==> config.mk <==
export PLATFORM = sky130hd
export DESIGN_NAME = btn_event_gen
export DESIGN_NICKNAME = d
export VERILOG_FILES = /design/src/rtl/btn_pkg.sv /design/src/rtl/edge_det.sv /design/src/rtl/btn_event_gen.sv
export SDC_FILE = /design/constraint.sdc
export NUM_CORES = 1
export LEC_CHECK = 0
export CAP_MARGIN = 20
export CORE_MARGIN = 1
export CORE_UTILIZATION = 40
export CTS_CLUSTER_SIZE = 20
export DETAILED_ROUTE_END_ITERATION = 8
export DONT_BUFFER_PORTS = 1
export SLEW_MARGIN = 20
export SYNTH_ARGS = -nofsm -noshare
export SYNTH_HDL_FRONTEND = slang
export SYNTH_SLANG_ARGS = --single-unit
==> constraint.sdc <==
create_clock -name clk -period 5.5 [get_ports clk]
set_input_delay 1.1 -clock clk [delete_from_list [all_inputs] [get_ports clk]]
set_output_delay 1.1 -clock clk [all_outputs]
set_load 0.05 [all_outputs]
==> src/rtl/btn_pkg.sv <==
// Shared types and helpers for the button event generator.
// The counter width is derived from whichever period is longer.
package btn_pkg;

    typedef enum logic [1:0] {
        BTN_IDLE,
        BTN_PRESSED,
        BTN_HELD
    } btn_state_e;

    function automatic int cnt_width(input int long_cycles, input int repeat_cycles);
        int m;
        m = (long_cycles > repeat_cycles) ? long_cycles : repeat_cycles;
        return $clog2(m + 1);
    endfunction

endpackage

==> src/rtl/edge_det.sv <==
// Registers a clean level and flags its rising and falling edges.
// Reset preloads the register from the input, so a level already present at reset is not an edge.
module edge_det (
    input  logic clk,
    input  logic rst,
    input  logic i_a,
    output logic o_rise,
    output logic o_fall
);

    logic r_q;

    // During reset the register still follows the input, which is what makes the preload work.
    always_ff @(posedge clk) begin
        r_q <= i_a;
    end

    assign o_rise = i_a & ~r_q & ~rst;
    assign o_fall = ~i_a & r_q & ~rst;

endmodule

==> src/rtl/btn_event_gen.sv <==
// Turns a debounced button level into press/release/long-press/auto-repeat strobes
// plus a registered held level. Every output comes straight from a flop.
module btn_event_gen
    import btn_pkg::*;
#(
    parameter logic ACTIVE_LEVEL  = 1'b1,
    parameter int   LONG_CYCLES   = 25_000_000,
    parameter int   REPEAT_CYCLES = 5_000_000,
    parameter logic REPEAT_EN     = 1'b1
) (
    input  logic clk,
    input  logic rst,
    input  logic i_d,
    output logic o_press,
    output logic o_release,
    output logic o_long,
    output logic o_repeat,
    output logic o_held
);

    localparam int CNT_W = cnt_width(LONG_CYCLES, REPEAT_CYCLES);
    localparam logic [CNT_W-1:0] LONG_TC   = CNT_W'(LONG_CYCLES - 1);
    localparam logic [CNT_W-1:0] REPEAT_TC = CNT_W'(REPEAT_CYCLES - 1);

    btn_state_e       r_state;
    btn_state_e       w_state_nxt;
    logic [CNT_W-1:0] r_cnt;
    logic [CNT_W-1:0] w_cnt_nxt;
    logic             w_a;
    logic             w_rise;
    logic             w_fall;
    logic             w_press_nxt;
    logic             w_release_nxt;
    logic             w_long_nxt;
    logic             w_rep_nxt;
    logic             w_held_nxt;

    assign w_a = (i_d == ACTIVE_LEVEL);

    edge_det u_edge_det (
        .clk    (clk),
        .rst    (rst),
        .i_a    (w_a),
        .o_rise (w_rise),
        .o_fall (w_fall)
    );

    always_ff @(posedge clk) begin
        if (rst) begin
            r_state   <= BTN_IDLE;
            r_cnt     <= '0;
            o_press   <= 1'b0;
            o_release <= 1'b0;
            o_long    <= 1'b0;
            o_repeat  <= 1'b0;
            o_held    <= 1'b0;
        end else begin
            r_state   <= w_state_nxt;
            r_cnt     <= w_cnt_nxt;
            o_press   <= w_press_nxt;
            o_release <= w_release_nxt;
            o_long    <= w_long_nxt;
            o_repeat  <= w_rep_nxt;
            o_held    <= w_held_nxt;
        end
    end

    // Release wins over any terminal count landing on the same edge, suppressing that strobe.
    always_comb begin
        w_state_nxt   = r_state;
        w_cnt_nxt     = r_cnt;
        w_press_nxt   = 1'b0;
        w_release_nxt = 1'b0;
        w_long_nxt    = 1'b0;
        w_rep_nxt     = 1'b0;

        if (w_fall) begin
            w_release_nxt = 1'b1;
            w_state_nxt   = BTN_IDLE;
            w_cnt_nxt     = '0;
        end else if (w_rise) begin
            w_press_nxt = 1'b1;
            w_state_nxt = BTN_PRESSED;
            w_cnt_nxt   = '0;
        end else begin
            case (r_state)
                BTN_PRESSED: begin
                    if (r_cnt == LONG_TC) begin
                        w_long_nxt  = 1'b1;
                        w_state_nxt = BTN_HELD;
                        w_cnt_nxt   = '0;
                    end else begin
                        w_cnt_nxt = r_cnt + 1'b1;
                    end
                end
                BTN_HELD: begin
                    if (REPEAT_EN) begin
                        if (r_cnt == REPEAT_TC) begin
                            w_rep_nxt = 1'b1;
                            w_cnt_nxt = '0;
                        end else begin
                            w_cnt_nxt = r_cnt + 1'b1;
                        end
                    end
                end
                default: begin
                    w_state_nxt = BTN_IDLE;
                end
            endcase
        end

        w_held_nxt = (w_state_nxt != BTN_IDLE);
    end

endmodule

==> metrics.log, run 1 <==
INFO  metric synthMuxAreaShare = 0
INFO  metric synth-warning-count = 0
INFO  metric finalHoldViolCount = 0
INFO  metric seq_area_frac_synth = 0.4282
INFO  metric number_of_instances_in_the_placed_design = 215
INFO  metric clock_path_buffers = 2
INFO  metric synth_compound_area_frac = 0.03325
INFO  metric cts_post_setup_buffers_inserted = 0
INFO  metric worst_hold_startpoint = r_cnt[1]
INFO  metric layout.cells.non_filler = 223
INFO  metric synth.cell_area = 1543 sq um
INFO  metric clock_net_sink_count = 33
INFO  metric critPathKind = flop to flop
INFO  metric mostFrequentLayoutCell = dfxtp_1
INFO  metric design.final.nets = 181
INFO  metric syn_area_per_cell = 8.969 sq um
INFO  metric fp.dieH = roughly 64 um
INFO  metric grt_overflow_total = 0
INFO  metric clk_pin_slew_worst_paths = 60 ps
INFO  metric flow.area_growth_from_synthesis = 6.732%
INFO  metric grt_max_degree = 25
INFO  metric layout-drive-gt1-share = 0.06857
INFO  metric dp_hpwl = 2137 um
INFO  metric routed_via_density = 5.170
INFO  metric route.final.wire_length = 2941 um
INFO  metric outcome = finished, final reports clean
INFO  metric total_clock_buffers_created_by_cts = 5
INFO  metric cts_hold_repair.buffers = 0
INFO  metric worst_slew_pin_slew = 722.2 ps
INFO  metric boundaryPins = 8
INFO  metric floorplan.initialDensity = 0.4182
INFO  metric critical_path_arrival = 2590 ps
INFO  metric min_to = r_cnt[1]
INFO  metric maxClockFrequency = 408.9 MHz
INFO  metric timing.hold.worst_path_depth = 2
INFO  metric post_route_hold_slack = 511.3 ps
INFO  metric cell_variety_after_synth = 35
INFO  metric critical_path_required = 5650 ps
INFO  metric timing.critical_path.from_type = flop
INFO  metric timing.critical_path.fanout_max = 24
INFO  metric tritoncts = done
INFO  metric detailedRoute.firstIterationViolations = 36
INFO  metric finalSetupViolCount = 0
INFO  metric design.core.area = 3689 sq um
INFO  metric wl_met2 = 1347 um
INFO  metric peakVddDrop = ~0.15 mV
INFO  metric layout_worst_path_cycle_share = 0.4446
INFO  metric grt_overall_usage = 0.1692
INFO  metric routed_length_on_met3 = 100 um
INFO  metric top_layer = met4
INFO  metric r2r_start = r_cnt[0]
INFO  metric timing.critical_path.to_type = flop
INFO  metric worstSkewPairLatency = 290 ps
INFO  metric finalPower = 0.4285 mW
INFO  metric h_tree_depth = 2
INFO  metric post_drt_wl_per_cell = 13.19 um
INFO  metric post_synthesis_share_of_cell_area_spent_on_full_adders_half_adders_and_majority_gates = 0.03244
INFO  metric grt_antenna_before_repair = 0
INFO  metric vias_in_the_first_global_route = 1164
INFO  metric gpl.final_weighted_congestion = 0.7806
INFO  metric timing.final.max_slew_violations = 0
INFO  metric layout_common_cells = dfxtp_1 (33), nor2_1 (29), xnor2_1 (15)
INFO  metric drtAntennaViolNets = 0
INFO  metric critPathMaxStageDelay = 580 ps
INFO  metric cpMaxStageDelayCell = o211ai_4
INFO  metric ctsRootBufferMaster = clkbuf_8
INFO  metric fin_setup_tns = 0 ps
INFO  metric leakage = 0.5259 nW
INFO  metric worst_relative_slew_slack = 0.5141
INFO  metric detailroute.via_count = 1153
INFO  metric synthesized_area_fraction_occupied_by_xor_and_xnor_cells = 0.1363
INFO  metric synthCells = 172
INFO  metric cells_resized_by_post_cts_repair = 0
INFO  metric row_count = 22
INFO  metric setup.reg_to_reg.worst_slack = 3050 ps
INFO  metric finClkSkew = 2.697 ps
INFO  metric synthSimpleGateAreaFrac = 0.3317
INFO  metric grt_first_pass_wirelength = 5209 um
INFO  metric floorplan.die.width = 64.11 um
INFO  metric timing.rr.end = r_cnt[8]
INFO  metric power_per_cell_area = 260.2 nW/um^2
INFO  metric diodes = 0
INFO  metric yosys_register_bits = 33
INFO  metric drt_drc_violations_left = 0
INFO  metric reg2regPathDepth = 6
INFO  metric drt_first_pass_iters = 4
INFO  metric min_path_type = flop to flop
INFO  metric floorplan.die_area = 4109 sq um
INFO  metric path_cells = ha_1, nor4bb_1, nand4_1, or4_4, o211ai_4, nor2_1
INFO  metric wl_met1 = approximately 1400 um
INFO  metric port_buffers = 0
INFO  metric post-route-min-period = between 2000 and 2500 ps
INFO  metric cap_viol_max_count = 0
INFO  metric synthesis.nets = between 150 and 200
INFO  metric rsz0062_at_grt = no
INFO  metric combinational_family_with_the_most_area_after_synthesis = simple AND/OR/NAND/NOR gates
==> worst max-delay path, delay by kind of cell (launching register included) <==
kind,cells,cell delay [ps]
simple gates,4,1150
fa+ha+maj,1,190
compound gates,1,580
flops,1,380
==> per-layer routing <==
| layer | global-route usage | vias up |
|---|---|---|
| met3 | 0.04464 | 6 |
| met5 | 0 | - |
| met1 | 0.2033 | 540 |
| met4 | 0.1111 | 0 |
| met2 | 0.2646 | 15 |
| li1 | - | 592 |
==> registers in the layout, indices dropped and copies added, names as in the netlist <==
register / cells
u_edge_det.r_q: 1
r_state: 2
o_held: 1
r_cnt: 25
o_release: 1
o_repeat: 1
o_long: 1
o_press: 1
==> logic make-up (layout without fill, tap and decap cells) <==
family | count (synthesis) | in the layout
XOR/XNOR | 24 | 24
AO/OA/AOI/OAI | 6 | 6
flip-flops | 33 | 33
buffers and inverters | 11 | 14
adder cells (fa/ha/maj) | 4 | 4
AND/OR/NAND/NOR | 94 | 94
==> per-stage QoR <==
step           setup WS [ps]  utilization  area (sq um)
2_1_floorplan           3394            -          1543
3_3_place_gp            3131       0.4247          1567
3_5_place_dp            3042       0.4247          1567
4_1_cts                 3030       0.4464          1647
5_1_grt                 2745       0.4464          1647
6_report                3054       0.4464          1647
==> worst max-delay path by stage <==
stage               startpoint   endpoint  slack, ps
global route        r_state[0]  r_cnt[21]       2740
global placement    r_state[0]  r_cnt[21]       3130
finish                r_cnt[0]   r_cnt[8]       3050
floorplan                  i_d  r_cnt[13]       3390
CTS                   r_cnt[0]   r_cnt[8]       3030
detailed placement    r_cnt[0]  r_cnt[20]       3040
==> power breakdown <==
group | internal [mW] | switching [mW]
Sequential | 0.241 | 0.00401
Clock | 0.0897 | 0.0835
Combinational | 0.00300 | 0.00736
==> layout make-up <==
cell class | instances | area [sq um]
fill | 372 | 2042
multi-input combinational | 128 | 823.3
sequential | 33 | 660.6
clock buffer | 8 | 80.08
tap | 48 | 60.06
inverter | 6 | 22.52
==> cell usage after synthesis, drive strengths merged <==
| cell | count | area share |
|---|---|---|
| or4 | 2 | 0.012 |
| o21bai | 1 | 0.0049 |
| nand3b | 1 | 0.0049 |
| or2 | 1 | 0.0041 |
| or4b | 1 | 0.0065 |
| and3b | 1 | 0.0057 |
| o21ai | 2 | 0.0065 |
| nor2 | 32 | 0.083 |
| nand4b | 2 | 0.011 |
| xor2 | 9 | 0.051 |
| dfxtp | 33 | 0.43 |
| xnor2 | 15 | 0.085 |
| inv | 6 | 0.015 |
| clkbuf | 1 | 0.0024 |
| nor2b | 5 | 0.020 |
| nand4 | 5 | 0.024 |
| ha | 4 | 0.032 |
| and4b | 1 | 0.0065 |
| nand2 | 10 | 0.024 |
| or3 | 4 | 0.016 |
| nor4b | 1 | 0.0057 |
| a21oi | 1 | 0.0032 |
| buf | 4 | 0.021 |
| and4 | 1 | 0.0057 |
| nor3 | 5 | 0.016 |
| nor4bb | 1 | 0.0065 |
| and3 | 6 | 0.024 |
| nand3 | 8 | 0.026 |
| nor4 | 7 | 0.028 |
| o211ai | 2 | 0.019 |
Note: power is estimated with default switching activity, not from simulation.
==> run 2, diff against run 1 <==
==> constraint.sdc (replaced) <==
create_clock -name clk -period 2.2 [get_ports clk]
set_input_delay 0.44 -clock clk [delete_from_list [all_inputs] [get_ports clk]]
set_output_delay 0.44 -clock clk [all_outputs]
set_load 0.05 [all_outputs]
==> metrics.log, run 2 (same netlist as run 1, synthesis figures left out) <==
INFO  metric finalHoldViolCount = 0
INFO  metric worst_slew_pin_slew = 636.9 ps
INFO  metric design.core.area = 3689 sq um
INFO  metric detailroute.via_count = around 1200
INFO  metric floorplan.die_area = 4109 sq um
INFO  metric drt_first_pass_iters = 4
INFO  metric boundaryPins = 8
INFO  metric layout_common_cells = dfxtp_1 (31), nor2_1 (29), xnor2_1 (15)
INFO  metric critical_path_arrival = 2340 ps
INFO  metric worstSkewPairLatency = around 280 ps
INFO  metric cts_post_setup_buffers_inserted = 0
INFO  metric drt_drc_violations_left = 0
INFO  metric cap_viol_max_count = 0
INFO  metric top_register = r_cnt
INFO  metric number_of_instances_in_the_placed_design = 221
INFO  metric flow.area_growth_from_synthesis = 13.30%
INFO  metric diodes = 0
INFO  metric reg2regPathDepth = 7
INFO  metric power_per_cell_area = 622.4 nW/um^2
INFO  metric tritoncts = done
INFO  metric cp-endpoint = r_cnt[0]
INFO  metric finalSetupViolCount = 0
INFO  metric grt_max_degree = 25
INFO  metric finClkSkew = 2.090 ps
INFO  metric cells_resized_by_post_cts_repair = 0
INFO  metric drtAntennaViolNets = 0
INFO  metric fillers = 365
INFO  metric detailedRoute.firstIterationViolations = 64
INFO  metric layout_worst_path_cycle_share = 0.9839
INFO  metric grt_overflow_total = 0
INFO  metric gpl.final_weighted_congestion = between 0.8 and 0.9
INFO  metric timing.critical_path.fanout_max = 6
INFO  metric layout.cells.non_filler = 231
INFO  metric ctsRootBufferMaster = clkbuf_8
INFO  metric row_count = 22
INFO  metric setup.reg_to_reg.worst_slack = ~35 ps
INFO  metric post_drt_wl_per_cell = 13.60 um
INFO  metric largest_register_ffs = 25
INFO  metric route.final.wire_length = ~3100 um
INFO  metric total_clock_buffers_created_by_cts = 5
INFO  metric post-route-min-period = 2165 ps
INFO  metric timing.rr.end = r_cnt[0]
INFO  metric largestRegisters = r_cnt: 25 flops, r_state: 2 flops
INFO  metric critPathKind = flop to flop
INFO  metric leakage = 0.5796 nW
INFO  metric outcome = finished, final reports clean
INFO  metric clk_pin_slew_worst_paths = 60 ps
INFO  metric floorplan.initialDensity = 0.4182
INFO  metric floorplan.die.width = 64.11 um
INFO  metric clock_path_buffers = 2
INFO  metric port_buffers = 0
INFO  metric r2r_start = r_cnt[1]
INFO  metric fp.dieH = 64.11 um
INFO  metric min_path_type = primary input to flop
INFO  metric design.final.nets = 189
INFO  metric setup.worst_path.start = r_cnt[1]
INFO  metric maxClockFrequency = 462.0 MHz
INFO  metric layout-drive-gt1-share = 0.1257
INFO  metric timing.critical_path.from_type = flop
INFO  metric worst_relative_slew_slack = 0.5722
INFO  metric cts_hold_repair.buffers = 0
INFO  metric grt_antenna_before_repair = 0
INFO  metric grt_overall_usage = 0.1660
INFO  metric dp_hpwl = 2154 um
INFO  metric mostFrequentLayoutCell = dfxtp_1
INFO  metric finish.utilization = 0.4739
INFO  metric vias_in_the_first_global_route = approximately 1100
INFO  metric grt_first_pass_wirelength = approximately 5100 um
INFO  metric critical_path_required = between 2000 and 2500 ps
INFO  metric h_tree_depth = 2
INFO  metric routed_via_density = 5.264
INFO  metric clock_net_sink_count = 33
INFO  metric timing.critical_path.to_type = flop
INFO  metric timing.final.max_slew_violations = 0
INFO  metric peakVddDrop = 0.4705 mV
run 2: changes by cell type in the layout (fill, tap and decap cells not counted), sizes merged:
cell | previous run | this run
buf | 0 | 7
clkbuf | 8 | 9
run 2: power breakdown:
part	internal, mW	switching (mW)
sequential	0.602	0.00994
combinational	0.0202	0.0243
clock	0.224	0.207
total	0.847	0.241
run 2: worst min path at each step:
stage | from | endpoint | depth (start not counted) | slack [ps]
final | i_d | u_edge_det.r_q | 0 | 180
after global routing | i_d | u_edge_det.r_q | 0 | 170
after CTS | i_d | u_edge_det.r_q | 0 | 170
after detailed placement | i_d | u_edge_det.r_q | 0 | 470
after global placement | i_d | u_edge_det.r_q | 0 | 470
after floorplan | r_cnt[1] | r_cnt[1] | 2 | 460
run 2: per-stage QoR:
stage	hold slack (ps)	setup TNS (ps)	cell area, sq um	power, mW	worst slack (ps)
after floorplan	462.0	0	1543	0.6506	130.5
after global placement	467.9	0	1624	0.6575	120.4
after detailed placement	467.9	0	1624	0.6587	63.87
after CTS	171.8	0	1704	1.093	54.80
after global routing	166.7	-1707	1748	1.132	-87.95
final	178.5	0	1748	1.088	35.40
run 2: layout make-up:
type                    instances  area [sq um]  area share
clock buffers                   8         80.08     0.04581
inverters                       6         22.52     0.01288
multi-input cells             128         828.3      0.4739
flip-flops and latches         33         663.1      0.3794
well taps                      48         60.06     0.03436
repair buffers                  8         93.84     0.05369
run 2: routing by layer:
layer  wire length, um  track usage  vias to the layer above
li1                  -            -                      612
met1              1435       0.1987                      563
met4                72       0.1000                        0
met5                 0            0                        -
met3               190      0.05179                        8
met2              1444       0.2593                       33
run 2: worst max-delay path, stage by stage (launching register included):
cell       delay, ps
dfxtp_1          360
ha_1             180
nor4bb_1         260
nand4_1          210
or4_4            480
o211ai_4         300
clkbuf_16        210
nor2_1            40
